==> src/rtl/counter_link_pkg.sv <==
// Shared constants and types for the counter host link: command bytes, packet
// headers and the transmit FSM state encoding.
package counter_link_pkg;

  localparam logic [7:0] CMD_ACK1  = 8'h00;
  localparam logic [7:0] CMD_ACK2  = 8'h01;
  localparam logic [7:0] CMD_TRIG1 = 8'h02;
  localparam logic [7:0] CMD_TRIG2 = 8'h03;

  localparam logic [7:0] HDR_REG1 = 8'h00;
  localparam logic [7:0] HDR_REG2 = 8'h01;

  typedef enum logic [1:0] {
    ST_IDLE,
    ST_HDR,
    ST_DATA
  } tx_state_t;

endpackage

==> src/rtl/sync_2ff.sv <==
// Generic single-bit two-flop synchroniser for bringing an asynchronous level
// into the local clock domain.
module sync_2ff (
  input  logic clk,
  input  logic rst,
  input  logic d,
  output logic q
);

  logic meta;

  // NOTE: sequential state uses non-blocking (<=) so both flops sample the
  // pre-edge values and the chain really is two stages deep.
  always_ff @(posedge clk or posedge rst) begin
    if (rst) begin
      meta <= 1'b0;
      q    <= 1'b0;
    end else begin
      meta <= d;
      q    <= meta;
    end
  end

endmodule

==> src/rtl/counter_link.sv <==
// Host-side link engine: frames latched counter values into byte packets and
// turns host command bytes into latch-reset and test-latch strobes.
module counter_link
  import counter_link_pkg::*;
#(
  parameter int pBYTES = 5,
  parameter int pPULSE = 4
) (
  input  logic        iCLK,
  input  logic        iRST,
  input  logic        iRdy1,
  input  logic [31:0] i1Counter,
  input  logic [31:0] i1CounterHi,
  input  logic        iRdy2,
  input  logic [31:0] i2Counter,
  input  logic [31:0] i2CounterHi,
  output logic        oResetLatch1,
  output logic        oResetLatch2,
  output logic        oLatch1,
  output logic        oLatch2,
  output logic [7:0]  oTxData,
  output logic        oTxValid,
  input  logic        iTxReady,
  input  logic [7:0]  iRxData,
  input  logic        iRxValid,
  output logic        oBadCmd,
  output logic        oBusy
);

  logic        rdy1_s, rdy2_s;
  logic        sent1, sent2;
  tx_state_t   state, next_state;
  logic [63:0] shift;
  logic [3:0]  count;
  logic        sel_reg2;
  logic        load1, load2, last_byte;
  logic [7:0]  pulse1, pulse2;

  sync_2ff u_sync1 (.clk(iCLK), .rst(iRST), .d(iRdy1), .q(rdy1_s));
  sync_2ff u_sync2 (.clk(iCLK), .rst(iRST), .d(iRdy2), .q(rdy2_s));

  always_ff @(posedge iCLK or posedge iRST) begin
    if (iRST) state <= ST_IDLE;
    else      state <= next_state;
  end

  // Valid and data depend only on registered state, so they cannot change
  // while a byte is stalled waiting for iTxReady.
  always_comb begin
    // NOTE: every output of this block gets a default first so no path
    // leaves a signal unassigned and infers a latch.
    next_state = state;
    load1      = 1'b0;
    load2      = 1'b0;
    last_byte  = 1'b0;
    oTxValid   = 1'b0;
    oTxData    = 8'h00;
    case (state)
      ST_IDLE: begin
        if (rdy1_s && !sent1) begin
          load1      = 1'b1;
          next_state = ST_HDR;
        end else if (rdy2_s && !sent2) begin
          load2      = 1'b1;
          next_state = ST_HDR;
        end
      end
      ST_HDR: begin
        oTxValid = 1'b1;
        oTxData  = sel_reg2 ? HDR_REG2 : HDR_REG1;
        if (iTxReady) next_state = ST_DATA;
      end
      ST_DATA: begin
        oTxValid = 1'b1;
        oTxData  = shift[7:0];
        if (iTxReady && count == 4'd1) begin
          last_byte  = 1'b1;
          next_state = ST_IDLE;
        end
      end
      default: next_state = ST_IDLE;
    endcase
  end

  assign oBusy = (state != ST_IDLE);

  always_ff @(posedge iCLK or posedge iRST) begin
    if (iRST) begin
      shift    <= '0;
      count    <= '0;
      sel_reg2 <= 1'b0;
      sent1    <= 1'b0;
      sent2    <= 1'b0;
    end else begin
      if (load1) begin
        shift    <= {i1CounterHi, i1Counter};
        count    <= 4'(pBYTES);
        sel_reg2 <= 1'b0;
      end else if (load2) begin
        shift    <= {i2CounterHi, i2Counter};
        count    <= 4'(pBYTES);
        sel_reg2 <= 1'b1;
      end else if (state == ST_DATA && iTxReady) begin
        shift <= {8'h00, shift[63:8]};
        count <= count - 4'd1;
      end
      // Completion wins over a dropped ready so the flag clears one cycle later.
      if (last_byte && !sel_reg2) sent1 <= 1'b1;
      else if (!rdy1_s)           sent1 <= 1'b0;
      if (last_byte && sel_reg2)  sent2 <= 1'b1;
      else if (!rdy2_s)           sent2 <= 1'b0;
    end
  end

  always_ff @(posedge iCLK or posedge iRST) begin
    if (iRST) begin
      oResetLatch1 <= 1'b0;
      oResetLatch2 <= 1'b0;
      oBadCmd      <= 1'b0;
      pulse1       <= '0;
      pulse2       <= '0;
    end else begin
      oResetLatch1 <= iRxValid && (iRxData == CMD_ACK1);
      oResetLatch2 <= iRxValid && (iRxData == CMD_ACK2);
      oBadCmd      <= iRxValid && (iRxData > CMD_TRIG2);
      if (iRxValid && iRxData == CMD_TRIG1) pulse1 <= 8'(pPULSE);
      else if (pulse1 != 8'd0)              pulse1 <= pulse1 - 8'd1;
      if (iRxValid && iRxData == CMD_TRIG2) pulse2 <= 8'(pPULSE);
      else if (pulse2 != 8'd0)              pulse2 <= pulse2 - 8'd1;
    end
  end

  assign oLatch1 = (pulse1 != 8'd0);
  assign oLatch2 = (pulse2 != 8'd0);

endmodule

==> config.mk <==
export PLATFORM = sky130hd
export DESIGN_NAME = counter_link
export DESIGN_NICKNAME = d
export VERILOG_FILES = /design/src/rtl/counter_link_pkg.sv /design/src/rtl/sync_2ff.sv /design/src/rtl/counter_link.sv
export SDC_FILE = /design/constraint.sdc
export NUM_CORES = 1
export LEC_CHECK = 0
export BUFFER_PORTS_ARGS = -buffer_cell sky130_fd_sc_hd__buf_2
export CORE_MARGIN = 1
export CORE_UTILIZATION = 50
export DETAILED_ROUTE_END_ITERATION = 6
export GPL_TIMING_DRIVEN = 0
export PLACE_DENSITY = 0.78
export SYNTH_ARGS = -nofsm -noshare
export SYNTH_HDL_FRONTEND = slang
export SYNTH_SLANG_ARGS = --single-unit
export TNS_END_PERCENT = 10
==> constraint.sdc <==
create_clock -name iCLK -period 3.85 [get_ports iCLK]
set_clock_uncertainty 0.15 [all_clocks]
set_input_delay 0.5775 -clock iCLK [delete_from_list [all_inputs] [get_ports iCLK]]
set_output_delay 0.5775 -clock iCLK [all_outputs]
set_load 0.02 [all_outputs]
==> results.md <==
* Count of final setup violators at 0
* Share of the synthesized area in the top cell type at 46.9%
* Post-synthesis async set-or-reset flop share at 100%
* Post-synth top area cell: dfrtp_1
* Data required, critical path at 3.12 ns
* WL/cell at 17.7 µm
* Worst R2R Start: state[0]
* Die height at 103 µm
* Drt total wl at 14,700 µm
* Vias/cell at 6.06
* Die Area at 10,700 µm²
* Initial drt markers at around 240
* Vias in the first global route at 4,751
* Synth Flop Type: dfrtp_1
* Initial antenna violation count at 1
* Least-Margin Pin Slew at 0.596 ns
* Power Density at between 600 and 700 nW/µm²
* # fillers at 808
* Sink Count at between 90 and 100
* Synthesized area at between 5000 and 6000 µm²
* Sequential fraction of the synthesis area at between 40% and 50%
* Setup Crit Path Kind: reg -> out
* Leak at 0.00284 µW
* Syn nets at 674
* Synthesized flop and latch total at 96
* First-pass GRT wire length at 23,000 µm
* Post-Route Utilization at approximately 64%
* GRT overflow at 0
* CTS Root Buffer Type: clkbuf_8
* Antenna fix cells at 0
* Fin crit period at 2.90 ns
* Num CTS Buffers at 9
* Status: completed
* Chip Width at 103 µm
* Largest net degree at the start of global routing at 68
* Most common cell after layout, fill and taps aside: buf_2
* CP endpoint kind: primary output
* Number of setup buffers added after CTS at 0
* CTS max path bufs at 2
* Final Max Tran Viols at 0
* Core area at 9860 µm²
* Critical path fanouts, max at 5
* Period utilization at 75.3%
* DR pass1 iterations at 4
* Top cells by area, synth: dfrtp_1, a221o_1, nand4_1, nand3_1, o21ai_0
* Most frequent cells in the layout: buf_2, dfrtp_1, nand3_1, o21ai_0
* Drt drc at 0
* Share of layout cells above drive strength 1 at a little over a quarter
* DRT antenna net count at 0
* Crit path launch type: register
* Area Growth Syn to Fin at 23.1%
* Post-synth EDFFs at 0
* Reg2Reg Capture Point: shift[55]
* CTS H-tree depth at 3
* RSZ-0062 raised after global routing: false
* Reg2reg path depth at 8
* Worst-path clk slew at 0.09 ns
* Buffers on Ports at 156
* Final TNS setup at 0 ns
* CTS tree: done
* Initial core utilization at between 50% and 60%
* Setup slack, reg-to-reg at between 1 and 1.5 ns
* Max-Cap Viols at 0
* Rows at 36
* Via count at 5,025
* Fmax at between 300 and 400 MHz
* Worst skew pair latency at between 0.3 and 0.4 ns
* Fin. Hold Viols at 0
* Mapped Avg Cell Area at 9.79 µm²
* # hold bufs at CTS at 0
* Ports at between 150 and 200
* Yosys warnings at 0
* Slew headroom at 60.3%
* Post-synthesis cell type count at 43
* Hold crit path type: in -> async
* Post-cts resize count at 0
* Final Wtd Congestion at between 0.8 and 0.9
* Dpl hpwl at 11,000 µm
* Final net count at 842
* GRT Util Overall at 28.5%
* Gate Count Post-Synth at 523
* VDD IR max at 325 µV
* WP data arrival at 2.17 ns
==> synth_stat cells, types with 3 or more instances <==
master and number:
dfrtp_1 96, nand3_1 57, o21ai_0 57, a221o_1 56
nand4_1 56, clkbuf_1 43, nor2_1 16, inv_1 15
nand2_1 15, a21o_1 9, and2_1 9, ha_1 9
a21oi_1 8, a22o_1 8, buf_6 8, or3_1 8
nor3_1 7, mux2i_1 5, nand3b_1 4, nor2b_1 4
buf_2 3, xnor2_1 3
==> layer usage <==
metal  share of wire, %  wire length [µm]  global-route usage [%]
met3                7.1              1050                    5.11
met1                 42              6240                    38.4
met2                 48              7040                    45.8
met4                2.5               361                    12.0
met5                  0                 0                       0
==> how the worst max path moves through the flow <==
stage,startpoint,end,slack (ns),cells after the start
floorplan,iRST,count[0],0.62,1
CTS,pulse2[4],oLatch2,0.95,4
global placement,iRST,shift[53],-0.49,2
detailed placement,state[0],shift[40],1.18,8
finish,pulse2[4],oLatch2,0.95,4
global route,pulse2[4],oLatch2,0.81,4
==> flip-flops by register name, summed over array words and instances (netlist names), 2 cells and up <==
register and flops:
pulse1 8, pulse2 8, state 2, count 4, shift 64
==> area by class of cell <==
type	count	area [µm²]	area share, %
sequential	96	2400	38.1
multi-input combinational	357	2390	37.9
timing repair buffer	157	808	12.8
buffer	55	270	4.28
tap	133	166	2.64
clock buffer	12	155	2.46
inverter	15	58.8	0.932
clock inverter	4	52.6	0.833
==> kinds of logic after synthesis <==
family / share of synthesized area (%)
and+or+nand+nor: 21.3
AOI/OAI and AO/OA: 21.2
DFF: 46.9
buffers and inverters: 6.37
adders and majority gates: 2.20
muxes: 1.20
xor gates and xnor gates: 0.855
==> critical path: stages, from the launching register on <==
cell,delay [ns]
dfrtp_1,0.42
or4_1,0.62
nor4b_4,0.43
inv_1,0.15
buf_2,0.19
==> per-stage QoR <==
step	setup WS [ns]	instance area, µm²	std cells	power [µW]	hold slack [ns]
after floorplan	0.617	5120	523	3030	0.181
after global placement	-0.490	6070	812	3470	0.190
after detailed placement	1.18	6100	813	3560	0.193
after CTS	0.946	6310	829	4250	0.0698
after global routing	0.814	6310	829	4560	0.0863
final	0.949	6310	829	4270	0.0576
==> power by group <==
part,total (µW),internal [µW],switching (µW)
Clock,697,337,361
Sequential,1760,1450,315
Combinational,1810,818,990
(Power assumes the default switching activity.)
